### src/rtl/pipe_scroller_pkg.sv
// Shared definitions for the pipe scroller: pipe-word layout, screen constants,
// game state encoding and small combinational helpers.
package pipe_scroller_pkg;

    localparam int H_LSB    = 0;
    localparam int H_W      = 10;
    localparam int X_LSB    = 10;
    localparam int X_W      = 10;
    localparam int GAP_LSB  = 20;
    localparam int GAP_W    = 8;
    localparam int PIPE_W   = 50;
    localparam int SCREEN_W = 640;

    typedef enum logic [1:0] {
        IDLE = 2'd0,
        RUN  = 2'd1,
        DEAD = 2'd2
    } state_e;

    function automatic logic [31:0] pack_pipe(input logic [H_W-1:0] h,
                                              input logic [X_W-1:0] x,
                                              input logic [GAP_W-1:0] gap);
        logic [31:0] w;
        w = '0;
        w[H_LSB +: H_W]     = h;
        w[X_LSB +: X_W]     = x;
        w[GAP_LSB +: GAP_W] = gap;
        return w;
    endfunction

    // Four-digit BCD +1 with per-digit carry; holds at 9999 instead of wrapping.
    function automatic logic [15:0] bcd_inc_sat(input logic [15:0] s);
        logic [15:0] r;
        logic        carry;
        r     = s;
        carry = 1'b1;
        if (s != 16'h9999) begin
            for (int d = 0; d < 4; d++) begin
                if (carry) begin
                    if (r[d*4 +: 4] == 4'd9) begin
                        r[d*4 +: 4] = 4'd0;
                    end else begin
                        r[d*4 +: 4] = r[d*4 +: 4] + 4'd1;
                        carry       = 1'b0;
                    end
                end
            end
        end
        return r;
    endfunction

endpackage

### src/rtl/pipe_scroller_if.sv
// Bundle between the game-control side and the pipe scroller.
interface pipe_scroller_if;
    import pipe_scroller_pkg::*;

    // No valid/ready here: f_tick, start and pass are single-cycle pulses sampled on the
    // rising clock edge; fail is a level; pipe words and score are registered and stable.
    logic        f_tick;
    logic        start;
    logic        fail;
    logic [31:0] pipe_1;
    logic [31:0] pipe_2;
    logic [31:0] pipe_3;
    logic [15:0] score;
    logic        pass;
    state_e      state_dbg;

    modport master (
        output f_tick, start, fail,
        input  pipe_1, pipe_2, pipe_3, score, pass, state_dbg
    );

    modport slave (
        input  f_tick, start, fail,
        output pipe_1, pipe_2, pipe_3, score, pass, state_dbg
    );

endinterface

### src/rtl/pipe_scroller_lfsr16.sv
// Free-running 16-bit Fibonacci LFSR (taps 16,14,13,11), seeded with 16'hACE1 on reset.
module lfsr16 (
    input  logic        clk,
    input  logic        rst,
    output logic [15:0] q
);

    logic [15:0] lfsr_q;
    logic [15:0] lfsr_d;

    assign lfsr_d = {lfsr_q[0] ^ lfsr_q[2] ^ lfsr_q[3] ^ lfsr_q[5], lfsr_q[15:1]};

    always_ff @(posedge clk) begin
        if (rst) begin
            lfsr_q <= 16'hACE1;
        end else begin
            lfsr_q <= lfsr_d;
        end
    end

    assign q = lfsr_q;

endmodule

### src/rtl/pipe_scroller.sv
// Scrolls three pipe groups left once per frame, recycles off-screen pipes behind the
// rightmost one with a random height, and keeps the BCD score.
module pipe_scroller
    import pipe_scroller_pkg::*;
#(
    parameter int SPEED   = 2,
    parameter int SPACING = 220,
    parameter int FIRST_X = 400,
    parameter int GAP     = 120,
    parameter int MIN_H   = 60,
    parameter int BIRD_X  = 40,
    parameter int INIT_H1 = 150,
    parameter int INIT_H2 = 200,
    parameter int INIT_H3 = 120
) (
    input  logic        clk,
    input  logic        rst,
    pipe_scroller_if.slave bus
);

    localparam logic [9:0] SPEED_V   = 10'(SPEED);
    localparam logic [9:0] SPACING_V = 10'(SPACING);
    localparam logic [9:0] MIN_H_V   = 10'(MIN_H);
    localparam logic [9:0] BIRD_V    = 10'(BIRD_X);
    localparam logic [7:0] GAP_V     = 8'(GAP);
    localparam logic [9:0] X1_V      = 10'(FIRST_X);
    localparam logic [9:0] X2_V      = 10'(FIRST_X + SPACING);
    localparam logic [9:0] X3_V      = 10'(FIRST_X + 2 * SPACING);
    localparam logic [9:0] H1_V      = 10'(INIT_H1);
    localparam logic [9:0] H2_V      = 10'(INIT_H2);
    localparam logic [9:0] H3_V      = 10'(INIT_H3);

    state_e      state_q, state_d;
    logic [9:0]  addr_q   [3];
    logic [9:0]  addr_d   [3];
    logic [9:0]  height_q [3];
    logic [9:0]  height_d [3];
    logic [15:0] score_q, score_d;
    logic        pass_q, pass_d;
    logic        move;
    logic        scored;
    logic [15:0] lfsr;
    logic        unused_lfsr_hi;

    lfsr16 u_lfsr (
        .clk (clk),
        .rst (rst),
        .q   (lfsr)
    );

    assign unused_lfsr_hi = ^lfsr[15:8];

    always_comb begin
        state_d  = state_q;
        addr_d   = addr_q;
        height_d = height_q;
        score_d  = score_q;
        pass_d   = 1'b0;
        move     = 1'b0;
        scored   = 1'b0;

        case (state_q)
            IDLE: if (bus.start) state_d = RUN;
            RUN: begin
                // A collision on the same cycle as a frame tick freezes the frame.
                if (bus.fail) state_d = DEAD;
                else if (bus.f_tick) move = 1'b1;
            end
            DEAD: begin
                if (bus.start) begin
                    state_d     = IDLE;
                    addr_d[0]   = X1_V;
                    addr_d[1]   = X2_V;
                    addr_d[2]   = X3_V;
                    height_d[0] = H1_V;
                    height_d[1] = H2_V;
                    height_d[2] = H3_V;
                    score_d     = 16'h0000;
                end
            end
            default: state_d = IDLE;
        endcase

        if (move) begin
            for (int i = 0; i < 3; i++) begin
                // The ring predecessor is never recycling on the same tick since SPACING > SPEED.
                if (addr_q[i] < SPEED_V) begin
                    addr_d[i]   = addr_q[(i + 2) % 3] - SPEED_V + SPACING_V;
                    height_d[i] = MIN_H_V + {2'b00, lfsr[7:0]};
                end else begin
                    addr_d[i] = addr_q[i] - SPEED_V;
                    if ((addr_q[i] >= BIRD_V) && ((addr_q[i] - SPEED_V) < BIRD_V)) scored = 1'b1;
                end
            end
            if (scored) begin
                pass_d  = 1'b1;
                score_d = bcd_inc_sat(score_q);
            end
        end
    end

    always_ff @(posedge clk) begin
        if (rst) begin
            state_q     <= IDLE;
            addr_q[0]   <= X1_V;
            addr_q[1]   <= X2_V;
            addr_q[2]   <= X3_V;
            height_q[0] <= H1_V;
            height_q[1] <= H2_V;
            height_q[2] <= H3_V;
            score_q     <= 16'h0000;
            pass_q      <= 1'b0;
        end else begin
            state_q  <= state_d;
            addr_q   <= addr_d;
            height_q <= height_d;
            score_q  <= score_d;
            pass_q   <= pass_d;
        end
    end

    assign bus.pipe_1    = pack_pipe(height_q[0], addr_q[0], GAP_V);
    assign bus.pipe_2    = pack_pipe(height_q[1], addr_q[1], GAP_V);
    assign bus.pipe_3    = pack_pipe(height_q[2], addr_q[2], GAP_V);
    assign bus.score     = score_q;
    assign bus.pass      = pass_q;
    assign bus.state_dbg = state_q;

endmodule

### src/flat_wrapper.sv
// flat-port wrapper written by rule: the top's interface ports become plain ports
module pipe_scroller_flat import pipe_scroller_pkg::*;
#(
    parameter int SPEED   = 2,
    parameter int SPACING = 220,
    parameter int FIRST_X = 400,
    parameter int GAP     = 120,
    parameter int MIN_H   = 60,
    parameter int BIRD_X  = 40,
    parameter int INIT_H1 = 150,
    parameter int INIT_H2 = 200,
    parameter int INIT_H3 = 120
)
  (clk, rst, bus_f_tick, bus_start, bus_fail, bus_pipe_1, bus_pipe_2, bus_pipe_3, bus_score, bus_pass, bus_state_dbg);
  pipe_scroller_if bus_i ();
  input  logic clk;
  input  logic rst;
  input wire logic [$bits(bus_i.f_tick)-1:0] bus_f_tick;
  input wire logic [$bits(bus_i.start)-1:0] bus_start;
  input wire logic [$bits(bus_i.fail)-1:0] bus_fail;
  output wire logic [$bits(bus_i.pipe_1)-1:0] bus_pipe_1;
  output wire logic [$bits(bus_i.pipe_2)-1:0] bus_pipe_2;
  output wire logic [$bits(bus_i.pipe_3)-1:0] bus_pipe_3;
  output wire logic [$bits(bus_i.score)-1:0] bus_score;
  output wire logic [$bits(bus_i.pass)-1:0] bus_pass;
  output wire logic [$bits(bus_i.state_dbg)-1:0] bus_state_dbg;
  assign bus_i.f_tick = bus_f_tick;
  assign bus_i.start = bus_start;
  assign bus_i.fail = bus_fail;
  assign bus_pipe_1 = bus_i.pipe_1;
  assign bus_pipe_2 = bus_i.pipe_2;
  assign bus_pipe_3 = bus_i.pipe_3;
  assign bus_score = bus_i.score;
  assign bus_pass = bus_i.pass;
  assign bus_state_dbg = bus_i.state_dbg;
  pipe_scroller #(.SPEED(SPEED), .SPACING(SPACING), .FIRST_X(FIRST_X), .GAP(GAP), .MIN_H(MIN_H), .BIRD_X(BIRD_X), .INIT_H1(INIT_H1), .INIT_H2(INIT_H2), .INIT_H3(INIT_H3)) u_core (.clk(clk), .rst(rst), .bus(bus_i));
endmodule
### config.mk
export PLATFORM = sky130hd
export DESIGN_NAME = pipe_scroller_flat
export DESIGN_NICKNAME = d
export VERILOG_FILES = /design/src/rtl/pipe_scroller_pkg.sv /design/src/rtl/pipe_scroller_if.sv /design/src/rtl/pipe_scroller_lfsr16.sv /design/src/rtl/pipe_scroller.sv /design/src/flat_wrapper.sv
export SDC_FILE = /design/constraint.sdc
export NUM_CORES = 1
export LEC_CHECK = 0
export ABC_AREA = 1
export BUFFER_PORTS_ARGS = -buffer_cell sky130_fd_sc_hd__buf_2
export CAP_MARGIN = 20
export CORE_MARGIN = 2
export CORE_UTILIZATION = 44
export DETAILED_ROUTE_END_ITERATION = 12
export PLACE_DENSITY = 0.67
export SLEW_MARGIN = 25
export SYNTH_ARGS = -nofsm -noshare
export SYNTH_HDL_FRONTEND = slang
export SYNTH_SLANG_ARGS = --single-unit
### constraint.sdc
create_clock -name clk -period 2.55 [get_ports clk]
set_input_delay 0.1275 -clock clk [delete_from_list [all_inputs] [get_ports clk]]
set_output_delay 0.1275 -clock clk [all_outputs]
set_load 0.01 [all_outputs]
======== Word-level counts from Yosys, hierarchy flattened ========
Cells that the tools add are included.
word-level totals
  output and inout port bits .............. 115
  logic and storage cells ................. 116
  bits in registers ....................... 95
cells by class
  magnitude comparators ................... 9
  multiplexer cells ....................... 53
  reduce and logical (&&, ||, !) cells .... 12
  eq/ne operators ......................... 14
  bitwise operators ....................... 4
  add/sub/neg operators ................... 11
operators by type and width
  cell                   number
  $mux 30                6
  $mux 16                5
  $mux 10                6
  $add 10x8->10 const B  3
  $ge 10x6->1 const B    3
  $lt 10x2->1 const B    3
  $lt 10x6->1 const B    3
  $sub 10x2->10 const B  3
  $mux 4                 7
  $mux 1                 25
  $add 4x1->4 const B    4
  $eq 4x4->1 const B     4
  $ne 16x16->1 const B   1
  $ne 3x3->1 const B     4
  $add 6x8->9 const A    1
  $reduce_and 2->1       4
  $mux 2                 3
  $ne 2x2->1 const B     3
  $pmux 2 s3             1
  $reduce_bool 2->1      2
  $logic_and 1x1->1      3
  $reduce_and 3->1       1
  $xor 1x1->1            3
  $eq 2x1->1 const B     1
  4 further kinds        4

======== Longest topological paths before layout ========
Gate-level depths: netlist (run 1).
  depth in word-level cells ............... 24
  mapped depth ............................ 18

======== Modules after synthesis ========
A second synthesis (run 1) with hierarchy kept.
unflattened totals
  cells, all modules ...................... 809
  area, all modules ....................... 5461.5 sq um
by module, submodules not included
  module         cells each  area each (sq um)  sequential area each (sq um)  times used
  pipe_scroller  737         4848.4             1581.5                        1
  lfsr16         72          613.1              320.3                         1

======== Worst setup path before layout (run 1) ========
Ideal clock, no wire load.
  kind .................................... reg-to-reg
  start ................................... register u_core.addr_q (netlist bit u_core.bus.pipe_3[11])
  end ..................................... register u_core.score_q[3], in the netlist u_core.bus.score[3]
  setup slack ............................. 436 ps
  data arrival time ....................... 2005 ps
  cell stages (with the launch flop) ...... 17
  period minus slack after synthesis ...... 2114 ps
  buffers on the path ..................... 0
  path through ............................ dfxtp_1 -> clkinv_1 -> ha_1 -> xnor2_1 -> nand3_1 -> nand2_1 -> inv_1 -> nor2_1 -> nand3_2 -> nand3_4 -> nand2_4 -> nand2_4 -> nand2_2 -> nand2_1 -> nand2_1 -> nand2_1 -> inv_1
between the ends
  cells in the longest elaborated chain, start to end .. 8
RTL lines
  what                    RTL line              text
  start, declared         pipe_scroller.sv:34   logic [9:0] addr_q [3];
  start signal, assigned  pipe_scroller.sv:115  addr_q <= addr_d;
  $sub 10x2->10           pipe_scroller.sv:92   if ((addr_q[i] >= BIRD_V) && ((addr_q[i] - SPEED_V) < BIRD_V)) scored = 1'b1;
  $lt 10x6->1             pipe_scroller.sv:92
  $logic_and 1x1->1       pipe_scroller.sv:92
  $mux 1                  pipe_scroller.sv:92
  $mux 1 (*)              pipe_scroller.sv:87   if (addr_q[i] < SPEED_V) begin
  $mux 1 (*)              pipe_scroller.sv:84   if (move) begin
  $mux 16                 pipe_scroller.sv:95   if (scored) begin
  $mux 16                 pipe_scroller.sv:84
  end signal, assigned    pipe_scroller.sv:117  score_q <= score_d;
  end, declared           pipe_scroller.sv:38   logic [15:0] score_q, score_d;
Mark *: on every way between the ends. The rest lies on a longest branch, timed or not. The select of a mux whose other input is x is not followed.
A chain may end at the register's enable or synchronous reset.

======== Final worst setup path (run 1) ========
  start ................................... register u_core.addr_q (netlist bit u_core.bus.pipe_2[12])
  end ..................................... register u_core.score_q[3], in the netlist u_core.bus.score[3]
between the ends
  cells in the longest elaborated chain, start to end .. 10
RTL lines
  what               RTL line
  $sub 10x2->10      pipe_scroller.sv:92
  $lt 10x6->1        pipe_scroller.sv:92
  $logic_and 1x1->1  pipe_scroller.sv:92
  $mux 1             pipe_scroller.sv:92
  $mux 1 (*)         pipe_scroller.sv:87
  $mux 1             pipe_scroller.sv:92
  $mux 1 (*)         pipe_scroller.sv:87
  $mux 1 (*)         pipe_scroller.sv:84
  $mux 16            pipe_scroller.sv:95
  $mux 16            pipe_scroller.sv:84
Marks and branches as above.

==> results.ini, run 1 <==
[status]
status=finished, final reports clean

[detailed_routing]
detail_route.wl_per_cell_um=13.7
drc=0
antenna_left=0
vias=5292
drt-pass1-iter-count=4
drt_iter0_drc=321
avgViaCountPerCell=4.98
wirelength_um=14500

[clock_network]
path_clk_slew_ns=0.07
ctsHoldBuffers=0
clk_latency_ns=0.36
clock_path_buffers=2
ctsHtreeMaxLevel=3
cts_buffers=9
cts_tree=done
cts_root_buf=clkbuf_16
numClockSinks=95

[logic_synthesis]
seq_area_frac_synth=0.347
synth_ff_type=dfxtp_1
yosysWarnings=0
yosysUniqueCellTypes=44
syn_area_um2=5470
yosys_register_bits=95
synth_edf_count=0
avgSynthCellArea_um2=6.86
postSynthCellCount=798
synth-async-reset-ratio=0

[floorplan]
die_area_um2=13300
die_w_um=116
rows=40
die_h_um=116
ios=120
core_um2=12100
start_util=0.454

[global_route]
antenna_found_initial=0
grt_use_total=0.222
grt_pass1_wl_um=23300
grt_overflow=0
grt_max_degree=56
grt_pass1_vias=4766

[sta]
period_share=0.914
slew_headroom=0.563
tns_ns=0
fmax_mhz=429
rsz0062_at_grt=no
fin_skew_ns=0.00869
setup_violations=0
drv_slew=0
hold_viol_final=0
worstMarginPinSlew_ns=0.655
min_period_ns=2.33

[critical_path]
endpoint_kind=flip-flop
worstSetupPathType=flip-flop to flip-flop
cp_top_family=simple AND/OR/NAND/NOR gates
cpPeakStageDelay_ns=0.35
startpoint_type=flip-flop
cp.required_ns=2.86
crit_path_max_fanout=12
crit_arrival_ns=2.64
crit_slowest_cell=dfxtp_1
crit_chain=inv_1 -> ha_1 -> nand3_1 -> o21ai_1 -> nor2_1 -> nand2_2 -> nand3_4 -> nand2_4 -> nand2_4 -> nand2_2 -> nand2_1 -> nand2_1 -> nand2_1 -> inv_1
cp_num_buf_inv=2
crit_top_cell=nand2_1

[power_and_ir_drop]
comb_power_share=0.109
p_sw_frac=0.282
clockPowerShare=0.411
pwr-share-seq=0.480
p_leak_nw=2.81
irDropWorstVdd_mv=0.359
power.density_nw_per_um2=508
power_switching_mw=0.904
p_int_mw=2.30

[finish]
drive_gt1_frac=0.207
antennaDiodeCount=0
seqCellArea_um2=1900
fin_util=0.523
fillers=1228
final_nets=901
multi_input_area_um2=2990
syn_to_final_growth_pct=15.3

[placed_design]
port_buffers=83
dpl.hpwl_um=10400
routabilityCongestion=0.905

[worst_hold_path]
hold_class=primary input to flip-flop

[run]
cap_violations=0

==> path summary, 6_finish.rpt <==
| check | endpoint | depth (start not counted) | slack, ns | from |
|---|---|---|---|---|
| max | u_core.bus.score[3] | 14 | 0.22 | u_core.bus.pipe_2[12] |
| min | u_core.bus.state_dbg[1] | 3 | 0.03 | bus_fail |
| max reg2reg | u_core.bus.score[3] | 14 | 0.22 | u_core.bus.pipe_2[12] |
| min reg2reg | u_core.u_lfsr.q[11] | 1 | 0.41 | u_core.u_lfsr.q[12] |
==> cells in the mapped netlist (2+ instances only) <==
| library cell | instances | area [µm²] |
|---|---|---|
| a21oi_1 | 64 | 320 |
| a21oi_2 | 2 | 17.5 |
| a22oi_1 | 2 | 15.0 |
| a31oi_1 | 4 | 25.0 |
| buf_1 | 2 | 7.51 |
| buf_2 | 6 | 30.0 |
| buf_4 | 36 | 270 |
| clkbuf_1 | 12 | 45.0 |
| clkinv_1 | 4 | 15.0 |
| conb_1 | 2 | 7.51 |
| dfxtp_1 | 95 | 1900 |
| ha_1 | 7 | 87.6 |
| inv_1 | 79 | 297 |
| inv_2 | 12 | 45.0 |
| nand2_1 | 163 | 612 |
| nand2_2 | 9 | 56.3 |
| nand2_4 | 4 | 45.0 |
| nand3_1 | 64 | 320 |
| nand3_2 | 4 | 40.0 |
| nand3_4 | 3 | 52.6 |
| nand4_1 | 8 | 50.1 |
| nor2_1 | 72 | 270 |
| nor2_2 | 8 | 50.1 |
| nor2_4 | 6 | 67.6 |
| nor3_1 | 8 | 40.0 |
| o211ai_1 | 10 | 75.1 |
| o21ai_0 | 62 | 310 |
| o21ai_1 | 10 | 50.1 |
| o21bai_1 | 2 | 15.0 |
| o22ai_1 | 6 | 37.5 |
| or2_2 | 9 | 56.3 |
| xnor2_1 | 3 | 26.3 |
| xor2_1 | 9 | 78.8 |
==> timing repair <==
action	CTS	global route
endpoints found under the setup margin	0	13
hold endpoints to repair	0	0
resized for setup	0	2
buffers inserted	0	7
==> flip-flops by register name, summed over array words and instances, names as in the netlist <==
signal and count:
u_core.bus.pipe_1 20, u_core.bus.pipe_2 20, u_core.bus.pipe_3 20, u_core.bus.score 16, u_core.u_lfsr.q 16, u_core.bus.state_dbg 2
u_core.bus.pass 1
==> metrics by stage <==
step / std cells / power (mW) / instance area [µm²] / setup WS (ns) / hold slack (ns)
2_1_floorplan: 832 / 1.86 / 5600 / 0.436 / 0.270
5_1_grt: 1062 / 3.35 / 6310 / 0.00687 / 0.0349
6_report: 1062 / 3.21 / 6310 / 0.219 / 0.0286
3_5_place_dp: 1039 / 1.91 / 5950 / 0.210 / 0.398
3_3_place_gp: 1039 / 1.91 / 5950 / -0.0427 / 0.394
4_1_cts: 1055 / 3.23 / 6250 / 0.178 / 0.0166
==> cells by family after synthesis <==
| family | Yosys count | synth area share |
|---|---|---|
| AOI/OAI and AO/OA | 166 | 0.165 |
| xor gates and xnor gates | 14 | 0.0272 |
| adders and majority gates | 7 | 0.0160 |
| buffers and inverters | 152 | 0.133 |
| DFF | 95 | 0.347 |
| other | 2 | 0.00137 |
| and+or+nand+nor | 362 | 0.310 |
==> per-layer routing <==
metal,global-route usage,share of wire
met2,0.355,0.46
met1,0.295,0.45
met3,0.0507,0.071
met5,0,0
met4,0.0771,0.020
==> placed cells by master (no fill, tap or decap), types with 4 or more instances in the layout <==
master and count:
clkinv_1 4, nor2_4 6, nor2_1 71, nor2_2 9
or2_2 9, clkinvlp_4 4, clkbuf_16 9, a21oi_1 64
nand3_1 64, o22ai_1 6, o211ai_1 10, nand2_2 9
buf_2 83, nor3_1 8, nand4_1 8, dfxtp_1 95
buf_4 20, inv_2 12, inv_1 79, xor2_1 9
a31oi_1 4, ha_1 7, nand2_4 4, o21ai_0 62
nand3_2 4, o21ai_1 10, nand2_1 163, conb_1 36
==> power by group through the flow <==
stage | logic (mW) | registers [mW] | clock network [mW]
3_5_place_dp | 0.338 | 1.57 | 0
5_1_grt | 0.397 | 1.54 | 1.41
6_report | 0.351 | 1.54 | 1.32
3_3_place_gp | 0.338 | 1.57 | 0
2_1_floorplan | 0.284 | 1.57 | 0
4_1_cts | 0.340 | 1.54 | 1.36
==> worst reg2reg max path, cell delays in order, from the launching register on <==
cell	delay, ns
dfxtp_1	0.35
inv_1	0.15
ha_1	0.35
nand3_1	0.15
o21ai_1	0.33
nor2_1	0.09
nand2_2	0.12
nand3_4	0.18
nand2_4	0.17
nand2_4	0.10
nand2_2	0.10
nand2_1	0.05
nand2_1	0.05
nand2_1	0.04
inv_1	0.05
==> final cells by class <==
class / count / area share
Clock inverter: 7 / 0.0105
Tap cell: 168 / 0.0333
Clock buffer: 9 / 0.0357
Inverter: 95 / 0.0565
Timing Repair Buffer: 103 / 0.0896
Multi-Input combinational cell: 585 / 0.473
Sequential cell: 95 / 0.301
(Power assumes the default switching activity.)
==> run 2, diff against run 1 <==
GPL_TIMING_DRIVEN = 0   (was unset)
SLEW_MARGIN = unset   (was 25)
==> run 2 against run 1 <==
  * Fmax shrank 1.7%
  * Clock-buffer cell count grew 1
  * Final cell count grew 3.5%
  * Power grew 1.5%
  * Setup slack lost 0.040 ns
  * Sequential power is essentially flat
  * Critical path type unchanged
==> results.ini, run 2 (synthesis results as in run 1) <==
[status]
status=finished, final reports clean

[global_route]
grt_overflow=0  ; unchanged
grt_pass1_vias=4807  ; +0.86%
grt_pass1_wl_um=24300  ; +4.6%
antenna_found_initial=0  ; unchanged
grt_max_degree=18  ; -68%
grt_use_total=0.234  ; +0.0121

[critical_path]
crit_slowest_cell=dfxtp_1
crit_path_max_fanout=8  ; -4
crit_chain=clkinvlp_4 -> ha_2 -> inv_1 -> nand2_1 -> nand2_1 -> nand3_1 -> nand2_1 -> inv_2 -> nor2_1 -> nand3_2 -> nand3_4 -> nand2_4 -> nand2_4 -> nand2_2 -> nand2_1 -> nand2_1 -> nand2_1 -> inv_1
r2r_slack_ns=0.18  ; -0.04 ns
endpoint_kind=flip-flop
cp.required_ns=2.80  ; -0.06 ns
cpPeakStageDelay_ns=0.39  ; +0.04 ns
crit_top_cell=nand2_1
timing.rr.end=u_core.bus.score[3]
crit_arrival_ns=2.62  ; -0.02 ns
r2r_start=u_core.bus.pipe_1[11]
ff2ff_path_depth=18  ; +4
startpoint_type=flip-flop
worstSetupPathType=flip-flop to flip-flop

[finish]
drive_gt1_frac=0.227  ; +0.0197
seqCellArea_um2=1900  ; unchanged
antennaDiodeCount=0  ; unchanged
syn_to_final_growth_pct=19.5
layout_common_cells=nand2_1 (163), dfxtp_1 (95), buf_2 (89), inv_1 (79), nor2_1 (71)
fillers=1243  ; +1.2%
multi_input_area_um2=2990  ; +0.17%
fin_util=0.542  ; +0.0188
final_common_cell=nand2_1
final_nets=938  ; +4.1%

[run]
cap_violations=0  ; unchanged

[detailed_routing]
avgViaCountPerCell=4.97  ; -0.24%
vias=5463  ; +3.2%
antenna_left=0  ; unchanged
drc=0  ; unchanged
wl_met1_um=7130  ; +10%
drt-pass1-iter-count=5  ; +1
drt_iter0_drc=356  ; +11%
topRoutingLayerUsed=met4
detail_route.wl_per_cell_um=14.0  ; +2.7%
wirelength_um=15400  ; +6.3%
routed-wl-met3_um=963  ; -7.1%
wl_met2_um=7180  ; +6.8%

[floorplan]
die_area_um2=13300  ; unchanged
core_um2=12100  ; unchanged
die_w_um=116  ; unchanged
rows=40  ; unchanged
ios=120  ; unchanged
start_util=0.454  ; unchanged
die_h_um=116  ; unchanged

[sta]
period_share=0.930  ; +0.0156
hold_viol_final=0  ; unchanged
fin_skew_ns=0.00875  ; +0.0000605 ns
tns_ns=0  ; unchanged
setup_violations=0  ; unchanged
drv_slew=0  ; unchanged
worstMarginPinSlew_ns=0.738  ; +0.0833 ns
slew_headroom=0.508  ; -0.0551
min_period_ns=2.37  ; +0.0398 ns
rsz0062_at_grt=no
fmax_mhz=422  ; -1.7%

[power_and_ir_drop]
p_leak_nw=2.95  ; +5.0%
irDropWorstVdd_mv=0.366  ; +2.1%
power.density_nw_per_um2=498  ; -2.0%
power.total_mw=3.25  ; +1.5%

[worst_hold_path]
worstHoldEndpoint=u_core.bus.state_dbg[1]
min_from=bus_fail
holdPathStages=3  ; unchanged
hold_class=primary input to flip-flop

[clock_network]
path_clk_slew_ns=0.07  ; about the same
cts_tree=done
numClockSinks=95  ; unchanged
postCtsSetupBuffers=0  ; unchanged
cts_root_buf=clkbuf_16
ctsHtreeMaxLevel=3  ; unchanged
clock_path_buffers=2  ; unchanged
cts_buffers=9  ; unchanged
clk_latency_ns=0.36  ; about the same

[placed_design]
port_buffers=83  ; unchanged
dpl.hpwl_um=11400  ; +10%
routabilityCongestion=0.937  ; +3.5%

==> run 2: cell types whose count changed in the layout (fill, tap and decap cells not counted), sizes merged <==
cell,delta
buf,+25
clkbuf,+13
clkinvlp,-2
clkinv,-1
inv,+2
==> run 2: how the worst max path moves through the flow <==
stage | start | end | slack, ns | depth (start not counted)
after floorplan | u_core.bus.pipe_3[11] | u_core.bus.score[3] | 0.44 | 16
after detailed placement | u_core.bus.pipe_3[11] | u_core.bus.score[3] | 0.08 | 16
after CTS | u_core.bus.pipe_3[11] | u_core.bus.score[3] | 0.07 | 16
final | u_core.bus.pipe_1[11] | u_core.bus.score[3] | 0.18 | 18
after global routing | u_core.bus.pipe_3[11] | u_core.bus.score[3] | 0.02 | 16
after global placement | u_core.bus.pipe_3[11] | u_core.bus.score[3] | 0.10 | 16
==> run 2: timing repair <==
item,4_1_cts,5_1_grt
endpoints found under the setup margin,0,18
resized for setup,0,6
hold buffers,0,0
==> run 2: final cells by class <==
class	count	area share
Buffer	57	0.0570
Inverter	95	0.0551
Multi-Input combinational cell	585	0.458
Sequential cell	95	0.291
Clock inverter	6	0.00727
Timing Repair Buffer	83	0.0635
Tap cell	168	0.0321
Clock buffer	10	0.0365
==> run 2: layer usage <==
| layer | global-route usage | up-vias |
|---|---|---|
| met2 | 0.389 | 182 |
| met5 | 0 | - |
| met1 | 0.314 | 2482 |
| met3 | 0.0507 | 12 |
| met4 | 0.0482 | 0 |
| li1 | - | 2787 |
==> run 2: critical path, delay by kind of cell, from the launching register on <==
kind	cells	cell delay, ns
adders and majority gates	1	0.27
DFF	1	0.39
buffers and inverters	4	0.32
and+or+nand+nor	13	1.31
==> run 2: power by group <==
group	switching, mW	internal [mW]	leakage, nW
clock network	0.616	0.700	0.140
registers	0.0269	1.51	0.772
logic	0.257	0.139	2.03
==> run 2: stage by stage <==
stage	hold slack (ns)	setup slack (ns)	std cells	cell area (µm²)
6_report	0.0334	0.179	1099	6540
5_1_grt	0.0356	0.0215	1099	6540
4_1_cts	0.0266	0.0675	1099	6510
3_5_place_dp	0.395	0.0815	1083	6230
3_3_place_gp	0.390	0.102	1083	6230
2_1_floorplan	0.270	0.436	832	5600
==> run 3, diff against run 2 <==
PLACE_DENSITY = 0.77   (was 0.67)
==> run 3 against run 2 <==
  * Flip-flop and latch count did not move
  * Non-clock buffer count is 3 higher
  * Setup slack lost 0.055 ns
  * Largest cell class unchanged
  * Largest power group unchanged
==> results.ini, run 3 (synthesis results as in run 1) <==
[clock_network]
clock_path_buffers=2  ; unchanged
cts_root_buf=clkbuf_16
path_clk_slew_ns=0.07  ; about the same
ctsHtreeMaxLevel=3  ; unchanged
cts_buffers=9  ; unchanged
numClockSinks=95  ; unchanged
cts_tree=done
ctsHoldBuffers=0  ; unchanged
clk_latency_ns=0.35  ; about the same

[detailed_routing]
antenna_left=0  ; unchanged
detail_route.wl_per_cell_um=14.0  ; -0.57%
drc=0  ; unchanged
drt_iter0_drc=519  ; +46%
vias=5588  ; +2.3%
drt-pass1-iter-count=5  ; unchanged
avgViaCountPerCell=5.07  ; +2.0%
wirelength_um=15400  ; -0.30%

[worst_hold_path]
worstHoldEndpoint=u_core.bus.state_dbg[1]
holdPathStages=3  ; unchanged
min_from=bus_fail
hold_class=primary input to flip-flop

[critical_path]
cp_top_family=simple AND/OR/NAND/NOR gates
startpoint_type=flip-flop
cp.required_ns=2.80  ; about the same
crit_slowest_cell=dfxtp_1
r2r_slack_ns=0.12  ; -0.06 ns
cpPeakStageDelay_ns=0.40  ; about the same
timing.rr.end=u_core.bus.score[3]
crit_path_max_fanout=8  ; unchanged
crit_chain=clkinv_1 -> ha_2 -> xnor2_2 -> nand3_1 -> nand2_1 -> inv_1 -> nor2_1 -> nand3_2 -> nand3_4 -> nand2_4 -> nand2_4 -> nand2_2 -> nand2_1 -> nand2_1 -> nand2_1 -> inv_1
cp_num_buf_inv=3  ; -1
ff2ff_path_depth=16  ; -2
crit_top_cell=nand2_1
endpoint_kind=flip-flop
r2r_start=u_core.bus.pipe_3[11]
worstSetupPathType=flip-flop to flip-flop
crit_arrival_ns=2.68  ; +0.06 ns

[finish]
fin_util=0.545  ; +0.00301
final_cells=1102  ; +0.27%
seqCellArea_um2=1900  ; unchanged
antennaDiodeCount=0  ; unchanged
layout_common_cells=nand2_1 (163), dfxtp_1 (95), buf_2 (89), inv_1 (78), nor2_1 (72)
drive_gt1_frac=0.229  ; +0.00248
multi_input_area_um2=2990  ; about the same
final_common_cell=nand2_1
syn_to_final_growth_pct=20.1
final_nets=941  ; +0.32%
fillers=1185  ; -4.7%

[placed_design]
dp_cells=1083  ; unchanged
routabilityCongestion=0.935  ; -0.19%
port_buffers=83  ; unchanged
dpl.hpwl_um=11200  ; -1.8%

[sta]
min_period_ns=2.43  ; +0.0554 ns
period_share=0.952  ; +0.0217
tns_ns=0  ; unchanged
hold_viol_final=0  ; unchanged
slew_headroom=0.506  ; -0.00217
fmax_mhz=412  ; -2.3%
drv_slew=0  ; unchanged
holdWs_ns=0.0270  ; -0.00642 ns
fin_skew_ns=0.00927  ; +0.000516 ns
setup_violations=0  ; unchanged
worstMarginPinSlew_ns=0.742  ; +0.00325 ns

[power_and_ir_drop]
p_int_mw=2.43  ; +3.3%
comb_power_share=0.121  ; about the same
clockPowerShare=0.419  ; +0.014
power_switching_mw=0.915  ; +1.7%
power.total_mw=3.35  ; +2.9%
p_leak_nw=2.97  ; +0.73%
p_sw_frac=0.273  ; -0.00303
pwr-share-seq=0.461  ; -0.013
power.density_nw_per_um2=509  ; +2.3%
irDropWorstVdd_mv=0.529  ; +44%

[global_route]
grt_pass1_vias=4908  ; +2.1%
grt_max_degree=18  ; unchanged
use_met2=0.364  ; -0.0246
gr-usage-met1=0.309  ; -0.00512
grt_pass1_wl_um=24200  ; -0.37%
grt_overflow=0  ; unchanged
top_usage_layer=met2
grt_util_met3=0.0513  ; +0.000523
grt_use_total=0.231  ; -0.00290
antenna_found_initial=1  ; +1

[floorplan]
die_area_um2=13300  ; unchanged
die_h_um=116  ; unchanged
ios=120  ; unchanged
core_um2=12100  ; unchanged
rows=40  ; unchanged
die_w_um=116  ; unchanged
start_util=0.454  ; unchanged

[status]
status=finished, final reports clean

[run]
cap_violations=0  ; unchanged

==> run 3: cell count changes in the layout (fill, tap and decap cells not counted), sizes merged <==
cell / delta
inv: -1
clkbuf: -1
clkinvlp: -1
buf: +3
bufinv: +1
clkinv: +2
==> run 3: area by class of cell <==
cell class	instances	share of cell area
buffer	57	0.0567
clock buffer	9	0.0342
clock inverter	7	0.0118
inverter	95	0.0548
multi-input combinational	585	0.455
sequential	95	0.289
tap	168	0.0320
timing repair buffer	86	0.0666
==> run 3: worst max-delay path by stage <==
stage,start,slack (ns),depth (start not counted),end
5_1_grt,u_core.bus.pipe_3[11],-0.004,16,u_core.bus.score[3]
3_3_place_gp,u_core.bus.pipe_3[11],0.07,16,u_core.bus.score[3]
6_report,u_core.bus.pipe_3[11],0.12,16,u_core.bus.score[3]
3_5_place_dp,u_core.bus.pipe_3[11],0.07,16,u_core.bus.score[3]
2_1_floorplan,u_core.bus.pipe_3[11],0.44,16,u_core.bus.score[3]
4_1_cts,u_core.bus.pipe_3[11],0.04,16,u_core.bus.score[3]
==> run 3: per-stage QoR <==
step	worst slack (ns)	instance area [µm²]
6_report	0.124	6580
5_1_grt	-0.00370	6580
4_1_cts	0.0353	6530
3_5_place_dp	0.0652	6230
3_3_place_gp	0.0726	6230
2_1_floorplan	0.436	5600
==> run 3: power by group through the flow <==
| stage | Sequential (mW) | Combinational, mW | Clock (mW) |
|---|---|---|---|
| after global routing | 1.54 | 0.449 | 1.48 |
| final | 1.54 | 0.404 | 1.40 |
| after detailed placement | 1.57 | 0.382 | 0 |
| after CTS | 1.54 | 0.385 | 1.42 |
| after floorplan | 1.57 | 0.284 | 0 |
| after global placement | 1.57 | 0.379 | 0 |
==> run 3: repair_timing <==
item                       CTS  global route
hold endpoints to repair     0             0
gates resized for setup      0             6
setup endpoints to repair    0            24
buffers inserted             0             3
==> run 3: worst min-delay path, delay by kind of cell <==
kind / cells / cell delay [ns]
buffers and inverters: 1 / 0.11
AND/OR/NAND/NOR: 1 / 0.05
AO/OA/AOI/OAI: 1 / 0.05
==> run 3: metal layers <==
metal  routed length (µm)  part of all wire
met1                 6810              0.44
met2                 6940              0.45
met3                 1210             0.079
met4                  410             0.027
met5                   13           0.00084
